`config.mk`:
```
export PLATFORM = sky130hd
export DESIGN_NAME = sobel_edge_3x3
export DESIGN_NICKNAME = d
export VERILOG_FILES = /design/src/rtl/sobel_edge_3x3.sv
export SDC_FILE = /design/constraint.sdc
export NUM_CORES = 1
export LEC_CHECK = 0
export ABC_AREA = 0
export CORE_MARGIN = 10
export CORE_UTILIZATION = 44
export CTS_CLUSTER_SIZE = 28
export DETAILED_ROUTE_END_ITERATION = 10
export HOLD_SLACK_MARGIN = 0.1
export PLACE_DENSITY = 0.86
export SKIP_LAST_GASP = 1
export SLEW_MARGIN = 20
export SYNTH_ARGS = -nofsm -noshare
export SYNTH_HDL_FRONTEND = slang
export SYNTH_SLANG_ARGS = --single-unit
```
`constraint.sdc`:
```
create_clock -name clk -period 2.1 [get_ports clk]
set_clock_uncertainty 0.05 [all_clocks]
set_input_delay 0.42 -clock clk [delete_from_list [all_inputs] [get_ports clk]]
set_output_delay 0.42 -clock clk [all_outputs]
set_load 0.02 [all_outputs]
```
`src/rtl/sobel_edge_3x3.sv`:
```
// sobel_edge_3x3: 3x3 Sobel edge stage, |Gx|+|Gy| vs. threshold, 4-cycle latency.
// Ports: clk, rst_n (async, active-low); matrix_frame_vsync/hsync/clken and
//   matrix_11..matrix_33 (16b window, row 1 oldest, col 3 newest); threshold
//   (PIX_W+3); post_frame_vsync/hsync/clken (4-cycle delayed syncs),
//   post_img_bit (edge flag), post_img_data (16'hFFFF on edge, else 0).
// Optional: define SOBEL_BORDER_MASK_EN to suppress edges on the outer
//   row/column ring of an IMG_W x IMG_H frame.

module sobel_edge_3x3 #(
    parameter int PIX_W = 8,
    parameter int IMG_W = 640,
    parameter int IMG_H = 480
) (
    input  logic             clk,
    input  logic             rst_n,
    input  logic             matrix_frame_vsync,
    input  logic             matrix_frame_hsync,
    input  logic             matrix_frame_clken,
    input  logic [15:0]      matrix_11,
    input  logic [15:0]      matrix_12,
    input  logic [15:0]      matrix_13,
    input  logic [15:0]      matrix_21,
    input  logic [15:0]      matrix_22,
    input  logic [15:0]      matrix_23,
    input  logic [15:0]      matrix_31,
    input  logic [15:0]      matrix_32,
    input  logic [15:0]      matrix_33,
    input  logic [PIX_W+2:0] threshold,
    output logic             post_frame_vsync,
    output logic             post_frame_hsync,
    output logic             post_frame_clken,
    output logic             post_img_bit,
    output logic [15:0]      post_img_data
);

    localparam int SW = PIX_W + 2;
    localparam int MW = PIX_W + 3;

    // ------------------------------------------------------------
    // Pixel extraction: only the luma bits take part.
    // ------------------------------------------------------------
    logic [PIX_W-1:0] p11, p12, p13;
    logic [PIX_W-1:0] p21, p23;
    logic [PIX_W-1:0] p31, p32, p33;

    assign p11 = matrix_11[PIX_W-1:0];
    assign p12 = matrix_12[PIX_W-1:0];
    assign p13 = matrix_13[PIX_W-1:0];
    assign p21 = matrix_21[PIX_W-1:0];
    assign p23 = matrix_23[PIX_W-1:0];
    assign p31 = matrix_31[PIX_W-1:0];
    assign p32 = matrix_32[PIX_W-1:0];
    assign p33 = matrix_33[PIX_W-1:0];

    // Centre pixel and upper pixel bits do not contribute to the kernel.
    logic unused_bits;
    assign unused_bits = ^{matrix_11[15:PIX_W], matrix_12[15:PIX_W],
                           matrix_13[15:PIX_W], matrix_21[15:PIX_W],
                           matrix_22,           matrix_23[15:PIX_W],
                           matrix_31[15:PIX_W], matrix_32[15:PIX_W],
                           matrix_33[15:PIX_W]};

    // a + 2b + c, never exceeds 4*(2^PIX_W-1) so SW bits suffice.
    function automatic logic [SW-1:0] wsum(
        input logic [PIX_W-1:0] a,
        input logic [PIX_W-1:0] b,
        input logic [PIX_W-1:0] c
    );
        return {2'b00, a} + {1'b0, b, 1'b0} + {2'b00, c};
    endfunction

    // Larger minus smaller keeps the result unsigned without wrap.
    function automatic logic [SW-1:0] absdiff(
        input logic [SW-1:0] a,
        input logic [SW-1:0] b
    );
        return (a >= b) ? (a - b) : (b - a);
    endfunction

    // ------------------------------------------------------------
    // Stage 1: partial sums
    // ------------------------------------------------------------
    logic [SW-1:0] gx_p_d, gx_p_q;
    logic [SW-1:0] gx_n_d, gx_n_q;
    logic [SW-1:0] gy_p_d, gy_p_q;
    logic [SW-1:0] gy_n_d, gy_n_q;

    always_comb begin
        gx_p_d = wsum(p13, p23, p33);
        gx_n_d = wsum(p11, p21, p31);
        gy_p_d = wsum(p11, p12, p13);
        gy_n_d = wsum(p31, p32, p33);
    end

    always_ff @(posedge clk or negedge rst_n) begin
        if (!rst_n) begin
            gx_p_q <= '0;
            gx_n_q <= '0;
            gy_p_q <= '0;
            gy_n_q <= '0;
        end else begin
            gx_p_q <= gx_p_d;
            gx_n_q <= gx_n_d;
            gy_p_q <= gy_p_d;
            gy_n_q <= gy_n_d;
        end
    end

    // ------------------------------------------------------------
    // Stage 2: absolute differences
    // ------------------------------------------------------------
    logic [SW-1:0] ax_d, ax_q;
    logic [SW-1:0] ay_d, ay_q;

    always_comb begin
        ax_d = absdiff(gx_p_q, gx_n_q);
        ay_d = absdiff(gy_p_q, gy_n_q);
    end

    always_ff @(posedge clk or negedge rst_n) begin
        if (!rst_n) begin
            ax_q <= '0;
            ay_q <= '0;
        end else begin
            ax_q <= ax_d;
            ay_q <= ay_d;
        end
    end

    // ------------------------------------------------------------
    // Stage 3: magnitude, one extra bit so the sum cannot overflow
    // ------------------------------------------------------------
    logic [MW-1:0] mag_d, mag_q;

    assign mag_d = {1'b0, ax_q} + {1'b0, ay_q};

    always_ff @(posedge clk or negedge rst_n) begin
        if (!rst_n) begin
            mag_q <= '0;
        end else begin
            mag_q <= mag_d;
        end
    end

    // ------------------------------------------------------------
    // Sync delay lines; tap [2] lines up with stage 3, tap [3] with
    // the registered result.
    // ------------------------------------------------------------
    logic [3:0] vs_d, vs_q;
    logic [3:0] hs_d, hs_q;
    logic [3:0] ck_d, ck_q;

    always_comb begin
        vs_d = {vs_q[2:0], matrix_frame_vsync};
        hs_d = {hs_q[2:0], matrix_frame_hsync};
        ck_d = {ck_q[2:0], matrix_frame_clken};
    end

    always_ff @(posedge clk or negedge rst_n) begin
        if (!rst_n) begin
            vs_q <= '0;
            hs_q <= '0;
            ck_q <= '0;
        end else begin
            vs_q <= vs_d;
            hs_q <= hs_d;
            ck_q <= ck_d;
        end
    end

    // ------------------------------------------------------------
    // Border mask
    // ------------------------------------------------------------
    logic keep;

`ifdef SOBEL_BORDER_MASK_EN
    localparam int CW = (IMG_W > 1) ? $clog2(IMG_W) : 1;
    localparam int RW = (IMG_H > 1) ? $clog2(IMG_H) : 1;
    localparam logic [CW-1:0] COL_LAST = CW'(IMG_W - 1);
    localparam logic [RW-1:0] ROW_LAST = RW'(IMG_H - 1);

    logic [CW-1:0] col_d, col_q;
    logic [RW-1:0] row_d, row_q;
    logic [2:0]    bord_d, bord_q;
    logic          border;
    logic          hs_fall;

    // hs_q[0] holds the previous input hsync.
    assign hs_fall = hs_q[0] & ~matrix_frame_hsync;

    always_comb begin
        col_d = col_q;
        if (!matrix_frame_hsync) begin
            col_d = '0;
        end else if (matrix_frame_clken && col_q != COL_LAST) begin
            col_d = col_q + CW'(1);
        end
    end

    always_comb begin
        row_d = row_q;
        if (!matrix_frame_vsync) begin
            row_d = '0;
        end else if (hs_fall && row_q != ROW_LAST) begin
            row_d = row_q + RW'(1);
        end
    end

    // Counters describe the pixel currently at the input.
    assign border = (col_q == '0) || (col_q == COL_LAST) ||
                    (row_q == '0) || (row_q == ROW_LAST);

    assign bord_d = {bord_q[1:0], border};

    always_ff @(posedge clk or negedge rst_n) begin
        if (!rst_n) begin
            col_q  <= '0;
            row_q  <= '0;
            bord_q <= '0;
        end else begin
            col_q  <= col_d;
            row_q  <= row_d;
            bord_q <= bord_d;
        end
    end

    assign keep = ~bord_q[2];
`else
    logic unused_cfg;
    assign unused_cfg = (IMG_W > 0) ^ (IMG_H > 0);
    assign keep = 1'b1;
`endif

    // ------------------------------------------------------------
    // Stage 4: threshold compare and blanking
    // ------------------------------------------------------------
    logic        edge_d;
    logic        bit_q;
    logic [15:0] data_q;

    assign edge_d = (mag_q >= threshold) & ck_q[2] & hs_q[2] & keep;

    always_ff @(posedge clk or negedge rst_n) begin
        if (!rst_n) begin
            bit_q  <= 1'b0;
            data_q <= '0;
        end else begin
            bit_q  <= edge_d;
            data_q <= {16{edge_d}};
        end
    end

    assign post_frame_vsync = vs_q[3];
    assign post_frame_hsync = hs_q[3];
    assign post_frame_clken = ck_q[3];
    assign post_img_bit     = bit_q;
    assign post_img_data    = data_q;

endmodule
```
==> flow_metrics.py <==
metrics = {
    "cts": {
        "cts.sinks": 84,
        "clk_pin_slew_ns": 0.06,
        "clock_tree.buffer_depth": 2,
        "cts_htree_levels": 3,
        "clock_latency_ns": 0.35,
        "cts_root_buf": "clkbuf_16",
        "cts_tree": "built",
        "cts_made_buffers": 9,
    },
    "logic_synthesis": {
        "ys_async_sr_fraction_pct": 100.0,
        "synth_compound_area_share_pct": 14.24,
        "netlist_area_sq_um": 6397,
        "synth_area_per_cell_sq_um": 10.70,
        "ys.flop_type": "dfrtp_1",
        "synth_edf_count": 0,
        "synth_simple_gate_area_share_pct": 6.943,
        "ys_types": 53,
        "yosysTopAreaCell": "dfrtp_1",
        "ys_ff_latch": 84,
        "ys_seq_area_share_pct": 32.86,
        "synth_top_family_by_area": "adder cells",
        "yosys.area_share.adder_pct": 30.16,
        "yosysWarnings": 0,
        "syn_nets": 890,
        "synth_area_leaders": "dfrtp_1, ha_1, fa_1",
        "synth-xor-area-share_pct": 6.435,
        "yosys.area.top_type_share_pct": 32.86,
        "synthCells": 598,
        "synth.area.mux_share_pct": 2.269,
    },
    "power_and_ir_drop": {
        "power_leakage_uw": 0.004542,
        "powerDensity_nw_per_um2": 1468,
        "vdd_drop_max_uv": 734.8,
        "finalPower_uw": 13880,
    },
    "timing": {
        "fin_ws_ns": -0.3568,
        "setup_viol_count_final": 36,
        "drv_slew": 0,
        "hold_viol": 0,
        "rsz0062_at_grt": "yes",
        "maxSlewHeadroom_pct": 68.11,
        "fin_crit_sh_pct": 117.0,
        "max_freq_ghz": 0.4070,
        "layout_min_cycle_time_ns": 2.457,
        "worstMarginPinSlew_ns": 0.4783,
        "setup_tns_ns": -6.147,
    },
    "detailed_routing": {
        "vias_per_cell": 5.479,
        "firstDrtPassIters": 5,
        "vias": 5517,
        "drc": 0,
        "ant_nets": 0,
        "finalWirelength_mm": 20.33,
        "drt_iter0_markers": 420,
        "routedWlPerCell_microns": 20.19,
    },
    "hold_path": {
        "hp-class": "reg -> reg",
    },
    "global_route": {
        "grt_first_pass_wirelength_mm": 29.29,
        "track_usage_pct": 18.18,
        "grt_max_degree": 49,
        "grt_pass1_vias": 5966,
        "overflow": 0,
        "grt_antenna_before_repair": 0,
    },
    "layout": {
        "multi_input_area_sq_um": 4424,
        "antenna_cells": 0,
        "drive_gt1_share_pct": 34.02,
        "most-common-layout-cells": "buf_4, dfrtp_1, ha_1, inv_1, clkdlybuf4s50_1",
        "area_growth_pct": 47.74,
        "fin_nets": 1110,
        "fillCellCount": 932,
        "area.sequential_sq_um": 2103,
        "final_common_cell": "buf_4",
    },
    "floorplan": {
        "die_w_microns": 140.6,
        "start_util_pct": 44.52,
        "rows": 44,
        "die_y_microns": 140.6,
        "die_area_sq_um": 19760,
        "io_pins": 180,
        "core_sq_um": 14370,
    },
    "place": {
        "place_congestion": 0.9188,
        "dp_hpwl_mm": 12.84,
        "port-buffer-count": 99,
    },
    "critical_path": {
        "arrival_ns": 2.67,
        "worstPathMaxFanout": 6,
        "crit_family": "adder cells",
        "crit_required_ns": 2.31,
        "critical-path-max-stage-delay_ns": 0.42,
        "cp-start-kind": "register",
        "worst-path-buf-inv": 2,
        "slowest_stage": "dfrtp_1",
        "worstSetupEndpointType": "register",
        "path_cells": "inv_1 -> ha_2 -> fa_2 -> nand2b_4 -> a21oi_4 -> nor4b_4 -> nor2_4 -> buf_4 -> mux2i_2 -> xnor2_1",
        "critical_path_class": "reg -> reg",
    },
    "run_status": {
        "status": "complete, but fails checks",
        "violations": "negative setup slack",
    },
    "job": {
        "max_cap_viol_count": 0,
    },
}
sequential cells by signal, summed over array words and instances, names as in the netlist:
signal        flops
ax_q             10
gx_p_q           10
mag_q            11
ck_q              4
gy_n_q           10
gx_n_q           10
vs_q              4
hs_q              4
gy_p_q           10
post_img_bit      1
ay_q             10
routing by layer:
layer / vias up / share of wire (%) / global-route usage, %
met1: 2660 / 36 / 18.77
met4: 0 / 5.2 / 9.185
met5: - / 0 / 0
met3: 78 / 8.5 / 6.013
li1: 2455 / - / -
met2: 324 / 50 / 32.19
per-stage QoR:
step | utilization (%) | hold slack [ns] | setup WS [ns] | instance area [sq um] | std cells
2_1_floorplan | - | 0.07441 | -0.2453 | 6556 | 598
3_3_place_gp | 58.05 | 0.2824 | -0.8870 | 8341 | 950
3_5_place_dp | 58.05 | 0.2847 | -0.9968 | 8341 | 950
4_1_cts | 63.20 | 0.2996 | -0.2288 | 9081 | 997
5_1_grt | 65.78 | 0.3106 | -0.4339 | 9452 | 1007
6_report | 65.78 | 0.2982 | -0.3568 | 9452 | 1007
where the power goes:
part	internal [uW]	total, uW	switching [uW]
sequential	2290	2650	367
combinational	4840	9570	4730
clock	940	1650	709
total	8070	13900	5810
cells by family (layout without fill, tap and decap cells):
group	count (synthesis)	in the layout
xor gates and xnor gates	47	47
muxes	14	14
AOI/OAI and AO/OA	136	136
DFF	84	84
adders and majority gates	132	132
and+or+nand+nor	81	81
buffers and inverters	104	329
path summary, 6_finish.rpt:
path	startpoint	end	slack (ns)	cells after the start
worst max-delay path	gx_p_q[0]$_DFF_PN0_	ax_q[5]$_DFF_PN0_	-0.36	10
worst min register to register	vs_q[2]$_DFF_PN0_	vs_q[3]$_DFF_PN0_	0.30	0
min in group asynchronous	rst_n	ck_q[3]$_DFF_PN0_	0.53	2
max in group asynchronous	rst_n	gy_n_q[9]$_DFF_PN0_	0.85	3
worst max register to register	gx_p_q[0]$_DFF_PN0_	ax_q[5]$_DFF_PN0_	-0.36	10
worst min-delay path	vs_q[2]$_DFF_PN0_	vs_q[3]$_DFF_PN0_	0.30	0
what timing repair did:
action,4_1_cts,5_1_grt
hold endpoints to repair,36,0
gates resized for setup,159,55
setup buffers,31,13
setup endpoints to repair,69,57
hold buffers,1,0
pin swaps,101,63
layout make-up:
class / instances / area share, %
repair buffers: 234 / 21.79
inverters: 79 / 3.455
flip-flops and latches: 84 / 22.25
multi-input cells: 410 / 46.81
clock inverters: 7 / 0.8737
well taps: 184 / 2.436
clock buffers: 9 / 2.383
worst reg2reg max path, cell delays in order, from the launching register on:
cell	delay [ns]
dfrtp_1	0.42
inv_1	0.07
ha_2	0.21
fa_2	0.39
nand2b_4	0.17
a21oi_4	0.18
nor4b_4	0.09
nor2_4	0.24
buf_4	0.18
mux2i_2	0.24
xnor2_1	0.15
synthesized netlist by cell type (4+ instances only):
cell type  number
ha_1           95
dfrtp_1        84
inv_1          79
a21oi_1        42
fa_1           37
xnor2_1        29
nor2_1         22
o21ai_0        21
a21o_1         19
xor2_1         18
buf_4          16
o21a_1         14
mux2i_1        13
nor2b_1        13
nand2_1        12
nand2b_1        8
nor3_1          8
clkbuf_1        6
o21bai_1        6
o41ai_1         4
Power figures use the tool's default switching activity.
